$ cat src/rtl/m2_iso_bridge_pkg.sv
// m2_bridge_pkg: shared FSM encoding and parameter defaults/ranges for the isolation bridge.
package m2_bridge_pkg;

    typedef enum logic [1:0] {S_RUN, S_DRAIN, S_ISOLATED, S_RESUME} bridge_state_e;

    localparam logic [1:0] ST_RUN      = S_RUN;
    localparam logic [1:0] ST_DRAIN    = S_DRAIN;
    localparam logic [1:0] ST_ISOLATED = S_ISOLATED;
    localparam logic [1:0] ST_RESUME   = S_RESUME;

    localparam int NUM_CH_DEF     = 4;
    localparam int NUM_CH_MIN     = 1;
    localparam int NUM_CH_MAX     = 16;
    localparam int PIPE_DEPTH_DEF = 1;
    localparam int PIPE_DEPTH_MIN = 1;
    localparam int PIPE_DEPTH_MAX = 8;
    localparam int CNT_W_DEF      = 8;
    localparam int CNT_W_MIN      = 2;
    localparam int CNT_W_MAX      = 16;

    // wide enough to count up to PIPE_DEPTH_MAX-1
    localparam int DRAIN_W = 4;

endpackage

$ cat src/rtl/m2_iso_bridge_if.sv
// m2_iso_bridge_if: upstream ready / downstream execute bus plus isolation and counter signals.
interface m2_iso_bridge_if #(
    parameter int NUM_CH = 4,
    parameter int CNT_W  = 8
);
    logic                    isolate_req;
    logic                    cnt_clr;
    logic [NUM_CH-1:0]       ready_i;
    logic [NUM_CH-1:0]       execute_o;
    logic                    isolate_ack;
    logic [NUM_CH*CNT_W-1:0] exec_cnt;

    modport master (
        output isolate_req, cnt_clr, ready_i,
        input  execute_o, isolate_ack, exec_cnt
    );

    modport slave (
        input  isolate_req, cnt_clr, ready_i,
        output execute_o, isolate_ack, exec_cnt
    );
endinterface

$ cat src/rtl/m2_iso_bridge_ch_pipe.sv
// m2_ch_pipe: one channel's ready->execute shift register and saturating execute counter.
module m2_ch_pipe #(
    parameter int PIPE_DEPTH = 1,
    parameter int CNT_W      = 8
) (
    input  logic             ck,
    input  logic             arst,
    input  logic             cnt_clr,
    input  logic             din,
    output logic             dout,
    output logic [CNT_W-1:0] cnt
);
    logic [PIPE_DEPTH-1:0] sr;

    assign dout = sr[PIPE_DEPTH-1];

    always_ff @(posedge ck) begin
        if (arst) begin
            sr  <= '0;
            cnt <= '0;
        end else begin
            sr  <= PIPE_DEPTH'({sr, din});
            cnt <= cnt_clr ? '0 : (dout && cnt != '1) ? cnt + CNT_W'(1) : cnt;
        end
    end
endmodule

$ cat src/rtl/m2_iso_bridge.sv
// m2_iso_bridge: per-channel ready->execute pipelines with a shared drain/isolate FSM.
module m2_iso_bridge
    import m2_bridge_pkg::*;
#(
    parameter int NUM_CH     = NUM_CH_DEF,
    parameter int PIPE_DEPTH = PIPE_DEPTH_DEF,
    parameter int CNT_W      = CNT_W_DEF
) (
    input logic ck,
    input logic arst,
    m2_iso_bridge_if.slave bus
);
    logic [1:0]              state, state_nx;
    logic [DRAIN_W-1:0]      drain_cnt;
    logic                    mask;
    logic                    ack;
    logic [NUM_CH-1:0]       stage_in;
    logic [NUM_CH-1:0]       exe;
    logic [NUM_CH*CNT_W-1:0] cnt_all;

    // the request itself masks the sample it arrives with, so nothing new enters once draining starts
    always_comb begin
        mask     = state == ST_RUN ? bus.isolate_req : 1'b1;
        stage_in = bus.ready_i & ~{NUM_CH{mask}};
        state_nx = state == ST_RUN      ? (bus.isolate_req ? ST_DRAIN : ST_RUN)
                 : state == ST_DRAIN    ? (drain_cnt == DRAIN_W'(PIPE_DEPTH - 1) ? ST_ISOLATED : ST_DRAIN)
                 : state == ST_ISOLATED ? (bus.isolate_req ? ST_ISOLATED : ST_RESUME)
                 : ST_RUN;
    end

    always_ff @(posedge ck) begin
        if (arst) begin
            state     <= ST_RUN;
            drain_cnt <= '0;
            ack       <= 1'b0;
        end else begin
            state     <= state_nx;
            drain_cnt <= state == ST_DRAIN ? drain_cnt + DRAIN_W'(1) : '0;
            ack       <= state_nx == ST_ISOLATED;
        end
    end

    for (genvar k = 0; k < NUM_CH; k++) begin : g_ch
        m2_ch_pipe #(
            .PIPE_DEPTH(PIPE_DEPTH),
            .CNT_W     (CNT_W)
        ) u_ch (
            .ck     (ck),
            .arst   (arst),
            .cnt_clr(bus.cnt_clr),
            .din    (stage_in[k]),
            .dout   (exe[k]),
            .cnt    (cnt_all[k*CNT_W +: CNT_W])
        );
    end

    assign bus.execute_o   = exe;
    assign bus.isolate_ack = ack;
    assign bus.exec_cnt    = cnt_all;
endmodule

$ cat src/flat_wrapper.sv
// flat-port wrapper written by rule: the top's interface ports become plain ports
module m2_iso_bridge_flat import m2_bridge_pkg::*;
#(
    parameter int NUM_CH     = NUM_CH_DEF,
    parameter int PIPE_DEPTH = PIPE_DEPTH_DEF,
    parameter int CNT_W      = CNT_W_DEF
)
  (ck, arst, bus_isolate_req, bus_cnt_clr, bus_ready_i, bus_execute_o, bus_isolate_ack, bus_exec_cnt);
  m2_iso_bridge_if #(.NUM_CH(NUM_CH), .CNT_W(CNT_W)) bus_i ();
  input logic ck;
  input logic arst;
  input wire logic [$bits(bus_i.isolate_req)-1:0] bus_isolate_req;
  input wire logic [$bits(bus_i.cnt_clr)-1:0] bus_cnt_clr;
  input wire logic [$bits(bus_i.ready_i)-1:0] bus_ready_i;
  output wire logic [$bits(bus_i.execute_o)-1:0] bus_execute_o;
  output wire logic [$bits(bus_i.isolate_ack)-1:0] bus_isolate_ack;
  output wire logic [$bits(bus_i.exec_cnt)-1:0] bus_exec_cnt;
  assign bus_i.isolate_req = bus_isolate_req;
  assign bus_i.cnt_clr = bus_cnt_clr;
  assign bus_i.ready_i = bus_ready_i;
  assign bus_execute_o = bus_i.execute_o;
  assign bus_isolate_ack = bus_i.isolate_ack;
  assign bus_exec_cnt = bus_i.exec_cnt;
  m2_iso_bridge #(.NUM_CH(NUM_CH), .PIPE_DEPTH(PIPE_DEPTH), .CNT_W(CNT_W)) u_core (.ck(ck), .arst(arst), .bus(bus_i));
endmodule
$ cat config.mk
export PLATFORM = sky130hd
export DESIGN_NAME = m2_iso_bridge_flat
export DESIGN_NICKNAME = d
export VERILOG_FILES = /design/src/rtl/m2_iso_bridge_pkg.sv /design/src/rtl/m2_iso_bridge_if.sv /design/src/rtl/m2_iso_bridge_ch_pipe.sv /design/src/rtl/m2_iso_bridge.sv /design/src/flat_wrapper.sv
export SDC_FILE = /design/constraint.sdc
export NUM_CORES = 1
export LEC_CHECK = 0
export CORE_MARGIN = 5
export CORE_UTILIZATION = 40
export CTS_CLUSTER_DIAMETER = 40
export DETAILED_ROUTE_END_ITERATION = 10
export PLACE_DENSITY_LB_ADDON = 0.1
export SYNTH_ARGS = -nofsm -noshare
export SYNTH_HDL_FRONTEND = slang
export SYNTH_HIERARCHICAL = 1
export SYNTH_SLANG_ARGS = --single-unit
$ cat constraint.sdc
create_clock -name ck -period 1.6 [get_ports ck]
set_input_delay 0.32 -clock ck [delete_from_list [all_inputs] [get_ports ck]]
set_output_delay 0.32 -clock ck [all_outputs]
set_load 0.005 [all_outputs]
# == Word level (Yosys, flattened, before mapping) ==
# Index checks and enable logic that the tools add are counted.
# word_totals
mem_bits_ro,0
mem_bits_rw,0
wordCells,41
out_inout_bits,37
latch_bits,0
regBits,43
input_bits,8
memories,0
# op_classes
bitwise,3
n_div,0
shift,0
n_reduce_logical,8
add_sub_neg,5
n_lt_le_gt_ge,0
n_eq_ne,7
mux,7
n_mul,0
# ops
op,count
$add 8x1->8 const B,4
$ne 8x8->1 const B,4
$mux 2,4
$add 4x1->4 const B,1
$and 4x4->4,1
$eq 2x2->1 const B,2
$logic_and 1x1->1,4
$logic_not 4->1,1
$not 4->4,1
$reduce_or 2->1,2
$mux 1,3
$eq 2x1->1 const B,1
$logic_not 2->1,1
$not 1->1,1

# == Logic depth before layout (Yosys ltp) ==
# Gate-level depths: netlist (run 1).
# depth
depth_word,5
mapped_depth,4
mapped_depth_nobuf,4

# == By module ==
# The synthesis (run 1) kept the hierarchy.
# by_module_without_submodules
mod,n_inst,seq_area_each_um2,area_per_inst_um2,cells_each
m2_ch_pipe,4,180.2,452.9,50
m2_iso_bridge,1,140.1,339.1,34

# == Least setup slack after synthesis (run 1) ==
# Ideal clock, no wire load.
# synth_path
path_type,reg-to-reg
start,reg u_core.g_ch[0].u_ch.cnt[0]
end,reg u_core.g_ch[0].u_ch.cnt[6]
stages_incl_launch_ff,5
n_path_buf,0
arrival_ns,1.256
required_ns,1.485
path_slack_ns,0.229
period_less_slack_ns,1.371
setup_time_ns,0.115
cell_sequence,dfxtp_1 > ha_1 > nand3_1 > or4_1 > and3_1
# synth_between
elab_chain_cells,2
elab_cells_between_ends,3
cone_classes,add/sub: 1; eq/ne: 1; reduce/logical: 1
# synth_lines
item,line,text
from (decl),m2_iso_bridge_ch_pipe.sv:11,output logic [CNT_W-1:0] cnt
from (signal assigned),m2_iso_bridge_ch_pipe.sv:23,cnt <= cnt_clr ? '0 : (dout && cnt != '1) ? cnt + CNT_W'(1) : cnt;
"parallel branches: the longest is 2 deep, another holds $add 8x1->8",--,
# Parallel ways; which one is timed is not known.
# A chain may end at the register's enable or synchronous reset.

# == Final worst setup path (run 1) ==
# layout_path
start,reg u_core.g_ch[1].u_ch.cnt[2]
end,out bus_exec_cnt[10]
# layout_rtl
item,line,text
from (decl),m2_iso_bridge_ch_pipe.sv:11,
from (signal assigned),m2_iso_bridge_ch_pipe.sv:23,
to (decl),flat_wrapper.sv:17,output wire logic [$bits(bus_i.exec_cnt)-1:0] bus_exec_cnt;
# No word-level cell between the ends.

==> results by group, run 1 <==
Outcome
  – Status: finished, final reports clean

Synthesis
  – Asr flop ratio synth: 0%
  – Post-synthesis sequential area ratio: about 40%
  – Syn_area_per_cell: just over 9 sq um
  – Primary FF master, synth: dfxtp_1
  – Synth Register Bits: 43
  – Share of the synthesized area in the top cell type: roughly two fifths
  – Number of flops mapped to enable cells by yosys: 0
  – Synth Warn #: 6
  – Netlist cell types: 36
  – Top cell type by total area after synthesis: dfxtp_1
  – Top-count cell post-synth: dfxtp_1
  – Synth top area cells: dfxtp_1, mux2i_1, nand2_1
  – Synth Cell Area: 2150 sq um
  – Post-Syn Nets: 248
  – Post-synth top cells: dfxtp_1, nand2_1, mux2i_1
  – Gate Count Post-Synth: between 200 and 250

Timing
  – Final Hold Viols: 0
  – Slew Limit Fails: 0
  – Final worst path period share: between 90% and 100%
  – Max Clock Skew: around 0.0049 ns
  – Setup_tns: 0 ns
  – Maximum clock frequency: 647 MHz
  – Hold WS: 0.479 ns
  – Tmin final: around 1.5 ns
  – Final setup fails: 0
  – RSZ-0062 raised after global routing: false
  – Slew margin rel.: between 60% and 70%
  – Slew @ Worst Pin: between 0.5 and 0.6 ns

Global route
  – First-pass GRT wire length: around 8200 microns
  – Initial antenna violation count: 0
  – Global-route usage over all layers: ~14%
  – Vias in the first global route: roughly 1,800
  – Largest net degree at the start of global routing: 30
  – GR Overflow Total: 0

Die
  – Core Box Area: ~5200 sq um
  – # rows: 26
  – Initial Utilization: 41.6%
  – Die area: approximately 6900 sq um
  – Width of the die: between 80 and 90 microns
  – Ports: 45
  – Die height: 83.3 microns

Worst setup path
  – Top delay family on crit path: buffers and inverters
  – Worst-path fanout max: 7
  – Worst R2R Path Depth: 4
  – Crit path buf inv count: 1
  – Crit start category: flop
  – Crit. End Element: output port
  – CP cell instances: clkdlybuf4s50_1
  – Critical Path Max Stage Delay: ~0.53 ns
  – Worst Path Required: around 1.3 ns
  – Worst path slowest cell: clkdlybuf4s50_1
  – Cell depth of the worst setup path: 1
  – CP arrival: 1.22 ns
  – Critical path type: flop to output port

Clock tree
  – Cts bufs inserted: 5
  – Root Driver: clkbuf_8
  – H-tree depth: 2
  – Max clock buf depth: 2
  – Sink Count: 43
  – Clock-pin slew on the worst setup and hold paths: about 0.080 ns
  – CTS tree: built
  – Post-CTS Hold Buffers: 0
  – Clock latency on the worst-skew pair: roughly 0.29 ns

Detailed routing
  – Vias/cell: ~5.3
  – DR pass1 iterations: 4
  – 1st-iter DRT viols: between 70 and 80
  – Vias post-DR: 1,938
  – Overall routed net length: roughly 4900 microns
  – WL per Instance: around 13 microns
  – Remaining DRCs: 0
  – Detail Route Antenna Nets: 0

Layout
  – Synth-to-Final Area Change: 36.4%
  – Antenna cell count: 0
  – Share of post-route cells with drive strength above 1: about 22%
  – Nets: a little over 300
  – FILL cells: 461

Place
  – Post-detail-place hpwl: 3490 microns
  – Buffers on Ports: between 40 and 50
  – GPL Wtd Cong: between 0.7 and 0.8

Power
  – Power density over the cells: approximately 740 nW/um^2
  – VDD IR max: 443 uV
  – Leak: 1.13 nW

Min path
  – WHS Path Cells: 1
  – Hold Path Class: flop to flop

Flow run
  – MaxCap Viol Count: 0
==> sequential cells by signal, summed over array words and instances (netlist names) <==
signal	flops
u_core/bus.isolate_ack	1
u_core/state	2
u_core/g_ch.u_ch/cnt	32
u_core/drain_cnt	4
u_core/g_ch.u_ch/dout	4
==> logic make-up after synthesis <==
| family | Yosys count | synth area share, % |
|---|---|---|
| and+or+nand+nor | 117 | 32.1 |
| AOI/OAI and AO/OA | 35 | 12.0 |
| xor gates and xnor gates | 1 | 0.407 |
| muxes | 21 | 9.83 |
| adders and majority gates | 6 | 3.49 |
| DFF | 43 | 40.0 |
| buffers and inverters | 11 | 2.15 |
==> final timing paths <==
check / start / end / slack (ns)
hold / removal: u_core/drain_cnt[0]$_SDFF_PP0_ / u_core/drain_cnt[0]$_SDFF_PP0_ / 0.48
setup / recovery: u_core/g_ch[1].u_ch/cnt[2]$_SDFFE_PP0P_ / bus_exec_cnt[10] / 0.06
hold reg to reg: u_core/drain_cnt[0]$_SDFF_PP0_ / u_core/drain_cnt[0]$_SDFF_PP0_ / 0.48
setup reg to reg: u_core/g_ch[2].u_ch/cnt[0]$_SDFFE_PP0P_ / u_core/g_ch[2].u_ch/cnt[6]$_SDFFE_PP0P_ / 0.13
==> layout make-up <==
| class | count | area (sq um) | share of cell area [%] |
|---|---|---|---|
| flip-flops and latches | 43 | 895 | 30.5 |
| clock inverters | 2 | 35.0 | 1.19 |
| clock buffers | 6 | 82.6 | 2.82 |
| multi-input cells | 180 | 1240 | 42.4 |
| well taps | 70 | 87.6 | 2.99 |
| repair buffers | 56 | 563 | 19.2 |
| inverters | 7 | 26.3 | 0.896 |
==> cell usage in the layout (no fill, tap or decap), types with 5 or more instances in the layout <==
cell             count
nor3_1               5
buf_4               10
mux2i_1             20
and2_1               5
nand3_1              5
nor2_1               6
or3_1               12
and3_1               8
clkdlybuf4s50_1     41
a21oi_1             16
clkbuf_8             6
inv_1                7
nand2_1             32
dfxtp_1             16
nand4_1              8
dfxtp_2             27
ha_1                 6
==> stage by stage <==
stage          cells  util (%)  setup slack [ns]  cell area, sq um  total power [W]
3_5_place_dp     356      53.6            -0.125              2770          0.00133
3_3_place_gp     356      53.6           -0.0857              2770          0.00133
5_1_grt          364      56.7           0.00266              2930          0.00228
6_report         364      56.7            0.0552              2930          0.00217
4_1_cts          364      56.2           0.00126              2910          0.00222
2_1_floorplan    234         -             0.229              2150          0.00122
==> report_power, final <==
part           switching, W  total, W  internal (W)
sequential        0.0000280   0.00112       0.00109
combinational     0.0000770  0.000185      0.000108
clock              0.000365  0.000870      0.000505
==> per-layer routing <==
layer / part of all wire (%) / GRT usage [%]
met5: 0 / 0
met4: 0.51 / 4.46
met3: 4.2 / 3.76
met2: 46 / 22.5
met1: 49 / 18.3
==> repair_timing <==
item / in CTS / in global routing
setup endpoints to repair: 13 / 15
buffers inserted: 0 / 0
endpoints found under the hold margin: 0 / 0
resized for setup: 13 / 17
Note: power is estimated with default switching activity, not from simulation.
==> inputs of run 2 (changes only) <==
SETUP_SLACK_MARGIN = 0.5   (was not set)
==> run 2 against run 1 <==
Compared with the run above: clock power is 24% lower; cell count is 18% higher; global-route usage is 4.1 points higher; setup slack better by 0.15 ns; sequential share of layout area is 5.0 points lower; flip-flop and latch count stayed put; routed wire length is 44% higher; core utilization is 18 points higher; die area stayed put; cell area is 31% higher; combinational power is 49% higher; highest routed layer unchanged.
==> results by group, run 2 (synthesis gave the netlist of run 1 again) <==
Outcome
  – Status: finished, final reports clean (unchanged)

Detailed routing
  – Vias/cell: 5.32 (about the same)
  – Remaining DRCs: 0 (unchanged)
  – 1st-iter DRT viols: 69 (was 71)
  – Highest metal used: met4 (unchanged)
  – Vias post-DR: 2,286 (was 1,938)
  – Overall routed net length: 7030 microns (was 4870 microns)
  – Metal2 WL: 3560 microns (was 2260 microns)
  – Detail Route Antenna Nets: 0 (unchanged)
  – Met3 wire length: 286 microns (was 204 microns)
  – WL per Instance: 16.4 microns (was 13.4 microns)
  – Post-route met1 wirelength: 3070 microns (was 2380 microns)
  – DR pass1 iterations: 5 (was 4)

Flow run
  – MaxCap Viol Count: 0 (unchanged)

Worst setup path
  – CP cell instances: buf_6 > ha_4 > nand3_4 > or4_1 > and3_1 (was clkdlybuf4s50_1)
  – Critical path type: flop to flop (was flop to output port)
  – Crit start category: flop (unchanged)
  – Crit. End Element: flop (was output port)
  – CP arrival: 1.58 ns (was 1.22 ns)
  – Setup crit start: u_core/g_ch[3].u_ch/cnt[1]$_SDFFE_PP0P_ (was u_core/g_ch[1].u_ch/cnt[2]$_SDFFE_PP0P_)
  – Worst-path fanout max: 4 (was 7)
  – Top delay family on crit path: simple AND/OR/NAND/NOR gates (was buffers and inverters)
  – Crit path buf inv count: 1 (unchanged)
  – Critical R2R Launch: u_core/g_ch[3].u_ch/cnt[1]$_SDFFE_PP0P_ (was u_core/g_ch[2].u_ch/cnt[0]$_SDFFE_PP0P_)
  – Worst path slowest cell: or4_1 (was clkdlybuf4s50_1)
  – Worst Path Required: 1.79 ns (was 1.28 ns)
  – Critical Path Max Stage Delay: 0.40 ns (was 0.53 ns)

Die
  – Initial Utilization: 41.6% (unchanged)
  – Core Box Area: 5170 sq um (unchanged)
  – Die height: 83.3 microns (unchanged)
  – Die area: 6940 sq um (unchanged)
  – # rows: 26 (unchanged)
  – Width of the die: 83.3 microns (unchanged)
  – Ports: 45 (unchanged)

Layout
  – Final core utilization: 74.5% (was 56.7%)
  – Nets: 373 (was 307)
  – Max reg flops: 32 (unchanged)
  – Most flops, register: u_core/g_ch.u_ch/cnt (unchanged)
  – Synth-to-Final Area Change: 79.2% (was 36.4%)
  – Share of post-route cells with drive strength above 1: 61.4% (was 22.1%)
  – Antenna cell count: 0 (unchanged)
  – Most frequent cells in the layout: buf_6, buf_4, nand2_1, dfxtp_4, mux2i_1 (was clkdlybuf4s50_1, nand2_1, dfxtp_2, mux2i_1)
  – Commonest non-fill, non-tap cell in the layout: buf_6 (was clkdlybuf4s50_1)

Clock tree
  – Max clock buf depth: 2 (unchanged)
  – Clock latency on the worst-skew pair: 0.29 ns (about the same)
  – Clock-pin slew on the worst setup and hold paths: 0.08 ns (about the same)
  – Sink Count: 43 (unchanged)
  – Post-CTS Hold Buffers: 0 (unchanged)
  – H-tree depth: 2 (unchanged)
  – Cts bufs inserted: 5 (unchanged)
  – CTS tree: built (unchanged)
  – Root Driver: clkbuf_8 (unchanged)

Power
  – Clock power share: 32.6% (was 40.0%)
  – Sw Ratio: 24.5% (was 21.6%)
  – Sequential share of power: 53.7% (was 51.5%)
  – Int Power: 0.00152 W (was 0.00170 W)
  – Net switching power: 0.000494 W (was 0.000470 W)
  – Power Total: 0.00202 W (was 0.00217 W)
  – Power density over the cells: 523 nW/um^2 (was 742 nW/um^2)
  – Leak: 1.57 nW (was 1.13 nW)
  – VDD IR max: 450 uV (was 443 uV)
  – Part of the power in combinational logic: 13.7% (was 8.5%)

Timing
  – Max Clock Skew: 0.00703 ns (was 0.00485 ns)
  – RSZ-0062 raised after global routing: true (was false)
  – Slew margin rel.: 76.4% (was 63.8%)
  – Final setup fails: 0 (unchanged)
  – Slew @ Worst Pin: 0.354 ns (was 0.541 ns)
  – Setup_tns: 0 ns (unchanged)
  – Maximum clock frequency: 717 MHz (was 647 MHz)
  – Final worst path period share: 87.1% (was 96.5%)
  – Final Hold Viols: 0 (unchanged)
  – Slew Limit Fails: 0 (unchanged)
  – Tmin final: 1.39 ns (was 1.54 ns)

Global route
  – Global-route usage over all layers: 18.2% (was 14.0%)
  – GR Overflow Total: 0 (unchanged)
  – Largest net degree at the start of global routing: 15 (was 30)
  – Initial antenna violation count: 0 (unchanged)
  – First-pass GRT wire length: 10,500 microns (was 8200 microns)
  – Vias in the first global route: 2,223 (was 1,758)

Min path
  – Min-delay src: u_core/g_ch[0].u_ch/cnt[0]$_SDFFE_PP0P_ (was u_core/drain_cnt[0]$_SDFF_PP0_)
  – Hold Path Class: flop to flop (unchanged)

Place
  – GPL Wtd Cong: 0.773 (was 0.772)
  – Buffers on Ports: 44 (unchanged)
  – Post-detail-place hpwl: 3430 microns (was 3490 microns)
-- run 2: changes by cell type in the layout (fill, tap and decap cells not counted), moves of 10 or more --
cell | previous run | this run
dfxtp_1 | 16 | 2
dfxtp_2 | 27 | 12
clkdlybuf4s50_1 | 41 | 4
a21oi_1 | 16 | 5
buf_6 | 0 | 51
buf_2 | 0 | 18
buf_4 | 10 | 40
a21oi_2 | 0 | 10
dfxtp_4 | 0 | 29
-- run 2: path summary, 6_finish.rpt --
check | to | slack [ns] | depth (start not counted)
worst max-delay path | u_core/g_ch[3].u_ch/cnt[6]$_SDFFE_PP0P_ | 0.21 | 5
worst min-delay path | u_core/g_ch[0].u_ch/cnt[0]$_SDFFE_PP0P_ | 0.50 | 2
worst max register to register | u_core/g_ch[3].u_ch/cnt[6]$_SDFFE_PP0P_ | 0.21 | 5
worst min register to register | u_core/g_ch[0].u_ch/cnt[0]$_SDFFE_PP0P_ | 0.50 | 2
-- run 2: layout make-up --
type                            count  area (sq um)
Sequential cell                    43           985
Fill cell                         349          1320
Tap cell                           70          87.6
Inverter                            7          26.3
Clock buffer                        8          80.1
Multi-Input combinational cell    180          1530
Timing Repair Buffer              122          1150
-- run 2: stage by stage --
| step | instances | hold slack [ns] | instance area, sq um | setup slack (ns) |
|---|---|---|---|---|
| 2_1_floorplan | 234 | 0.392 | 2270 | 0.369 |
| 3_3_place_gp | 355 | 0.427 | 2880 | -0.0733 |
| 3_5_place_dp | 355 | 0.422 | 2880 | -0.109 |
| 4_1_cts | 415 | 0.498 | 3540 | 0.258 |
| 5_1_grt | 430 | 0.528 | 3850 | 0.121 |
| 6_report | 430 | 0.503 | 3850 | 0.206 |
-- run 2: tightest hold or removal path: stages, from the launching register on --
cell and delay [ns]:
dfxtp_4 0.37, nand2_1 0.05, mux2i_1 0.05
-- run 2: routing by layer --
metal,GRT usage (%),up-vias
met5,0,-
li1,-,1131
met4,5.65,0
met3,4.16,13
met1,22.1,1080
met2,31.6,62
-- run 2: power groups by stage --
stage	combinational (W)	clock (W)	sequential [W]
floorplan	0.0000819	0	0.00113
global route	0.000295	0.000709	0.00108
CTS	0.000245	0.000676	0.00108
detailed placement	0.000184	0	0.00114
finish	0.000276	0.000658	0.00108
global placement	0.000184	0	0.00113
-- run 2: timing repair --
action | in CTS | in global routing
pin swaps | 40 | 24
resized for setup | 256 | 44
buffers inserted | 51 | 14
gates cloned | 1 | 1
setup endpoints to repair | 79 | 60
==> inputs of run 3 (changes only) <==
CORE_UTILIZATION = 35   (was 40)
==> run 3 against run 2 <==
Compared with the run above: sequential share of layout area fell by 0.32 points; clock power rose by 3%; combinational power rose by 4%; via count rose by 0.74%; first-iteration DRC count rose by 2.9%; hold slack got worse by 0.0020 ns; die area rose by 13%; critical endpoint is now u_core/g_ch[0].u_ch/cnt[6]$_SDFFE_PP0P_; sequential power barely moved; clock-buffer cell count fell by 3; fmax rose by 0.93%; cell area rose by 1.0%; total power rose by 1.5%.
==> results by group, run 3 (synthesis gave the netlist of run 1 again) <==
Global route
  – GR Overflow Total: 0 (unchanged)
  – Met1 usage: 20.3% (was 22.1%)
  – Grt peak-use layer: met2 (unchanged)
  – Largest net degree at the start of global routing: 14 (was 15)
  – Global-route usage over all layers: 17.0% (was 18.2%)
  – First-pass GRT wire length: 10,500 microns (unchanged)
  – Met2 usage: 30.4% (was 31.6%)
  – Initial antenna violation count: 0 (unchanged)
  – Met3 usage: 3.35% (was 4.16%)
  – Vias in the first global route: 2,200 (was 2,223)

Layout
  – Share of post-route cells with drive strength above 1: 63.8% (was 61.4%)
  – Nets: 380 (was 373)
  – Fin area: 3890 sq um (was 3850 sq um)
  – Antenna cell count: 0 (unchanged)
  – Most frequent cells in the layout: buf_4, buf_6, nand2_1, dfxtp_4, mux2i_1 (was buf_6, buf_4, nand2_1, dfxtp_4, mux2i_1)
  – Most flops, register: u_core/g_ch.u_ch/cnt (unchanged)
  – Max reg flops: 32 (unchanged)
  – Commonest non-fill, non-tap cell in the layout: buf_4 (was buf_6)
  – Synth-to-Final Area Change: 81.0% (was 79.2%)

Timing
  – Tmin final: 1.38 ns (was 1.39 ns)
  – Final worst path period share: 86.3% (was 87.1%)
  – Maximum clock frequency: 724 MHz (was 717 MHz)
  – Max Clock Skew: 0.0107 ns (was 0.00703 ns)
  – Final Hold Viols: 0 (unchanged)
  – Slew margin rel.: 79.9% (was 76.4%)
  – RSZ-0062 raised after global routing: true (unchanged)
  – Setup ws final: 0.219 ns (was 0.206 ns)
  – Slew Limit Fails: 0 (unchanged)
  – Final setup fails: 0 (unchanged)
  – Slew @ Worst Pin: 0.298 ns (was 0.354 ns)
  – Setup_tns: 0 ns (unchanged)

Outcome
  – Status: finished, final reports clean (unchanged)

Clock tree
  – Max clock buf depth: 2 (unchanged)
  – Clock-pin slew on the worst setup and hold paths: 0.09 ns (was 0.08 ns)
  – Clock latency on the worst-skew pair: 0.29 ns (about the same)
  – H-tree depth: 2 (unchanged)
  – Root Driver: clkbuf_8 (unchanged)
  – CTS tree: built (unchanged)
  – Cts bufs inserted: 5 (unchanged)
  – Post-CTS Hold Buffers: 0 (unchanged)
  – Sink Count: 43 (unchanged)

Detailed routing
  – Remaining DRCs: 0 (unchanged)
  – 1st-iter DRT viols: 71 (was 69)
  – Vias post-DR: 2,303 (was 2,286)
  – DR pass1 iterations: 4 (was 5)
  – WL per Instance: 14.7 microns (was 16.4 microns)
  – Vias/cell: 5.21 (was 5.32)
  – Overall routed net length: 6520 microns (was 7030 microns)
  – Detail Route Antenna Nets: 0 (unchanged)

Die
  – Core Box Area: 5960 sq um (was 5170 sq um)
  – Initial Utilization: 36.1% (was 41.6%)
  – Die height: 88.4 microns (was 83.3 microns)
  – # rows: 28 (was 26)
  – Ports: 45 (unchanged)
  – Width of the die: 88.4 microns (was 83.3 microns)
  – Die area: 7810 sq um (was 6940 sq um)

Place
  – Place WS: -0.134 ns (was -0.109 ns)
  – Buffers on Ports: 44 (unchanged)
  – GPL Wtd Cong: 0.732 (was 0.773)
  – Post-detail-place hpwl: 3590 microns (was 3430 microns)
  – Placed Instance Area: 2870 sq um (was 2880 sq um)

Power
  – Power density over the cells: 526 nW/um^2 (was 523 nW/um^2)
  – VDD IR max: 409 uV (was 450 uV)
  – Power Total: 0.00205 W (was 0.00202 W)
  – Leak: 1.61 nW (was 1.57 nW)

Worst setup path
  – Worst-path fanout max: 6 (was 4)
  – Worst Path Required: 1.78 ns (was 1.79 ns)
  – Crit start category: flop (unchanged)
  – CP arrival: 1.56 ns (was 1.58 ns)
  – Critical R2R Launch: u_core/g_ch[0].u_ch/cnt[3]$_SDFFE_PP0P_ (was u_core/g_ch[3].u_ch/cnt[1]$_SDFFE_PP0P_)
  – Critical path type: flop to flop (unchanged)
  – Crit. End Element: flop (unchanged)
  – Setup crit start: u_core/g_ch[0].u_ch/cnt[3]$_SDFFE_PP0P_ (was u_core/g_ch[3].u_ch/cnt[1]$_SDFFE_PP0P_)

Min path
  – Hold Path Class: input pin to flop (was flop to flop)
  – Min-delay src: arst (was u_core/g_ch[0].u_ch/cnt[0]$_SDFFE_PP0P_)

Flow run
  – MaxCap Viol Count: 0 (unchanged)
run 3: repair_timing:
action	4_1_cts	5_1_grt
setup endpoints to repair	78	68
gates resized for setup	253	44
cloned	2	0
buffers inserted	58	15
pin swaps	36	24
run 3: report_power, final:
part	switching, W	internal [W]
Combinational	0.000111	0.000175
Clock	0.000376	0.000299
Sequential	0.0000327	0.00105
run 3: worst paths after layout:
check	to	slack (ns)	cells after the start
worst max register to register	u_core/g_ch[0].u_ch/cnt[6]$_SDFFE_PP0P_	0.22	4
worst max-delay path	u_core/g_ch[0].u_ch/cnt[6]$_SDFFE_PP0P_	0.22	4
worst min-delay path	u_core/g_ch[1].u_ch/dout$_SDFF_PP0_	0.50	4
worst min register to register	u_core/g_ch[3].u_ch/cnt[1]$_SDFFE_PP0P_	0.51	2
run 3: worst max-delay path: stages, from the launching register on:
cell and delay, ns:
dfxtp_4 0.36, buf_6 0.11, nand3_2 0.11, or4_1 0.49, and3_1 0.19
run 3: final cells by class:
class	count	area, sq um
clock buffers	5	68.8
clock inverters	3	15.0
fillers	471	2060
inverters	7	26.3
multi-input cells	180	1530
flip-flops and latches	43	982
well taps	75	93.8
repair buffers	129	1170
run 3: stage by stage:
stage	std cells	utilization [%]	hold slack, ns
after floorplan	234	-	0.392
after global placement	359	48.3	0.427
after detailed placement	359	48.3	0.426
after CTS	427	60.8	0.497
after global routing	442	65.4	0.522
final	442	65.4	0.501
run 3: layer usage:
layer,vias up,wire length (microns)
met5,-,0
met4,0,114
met3,10,302
met2,46,3360
met1,1101,2740
li1,1146,-
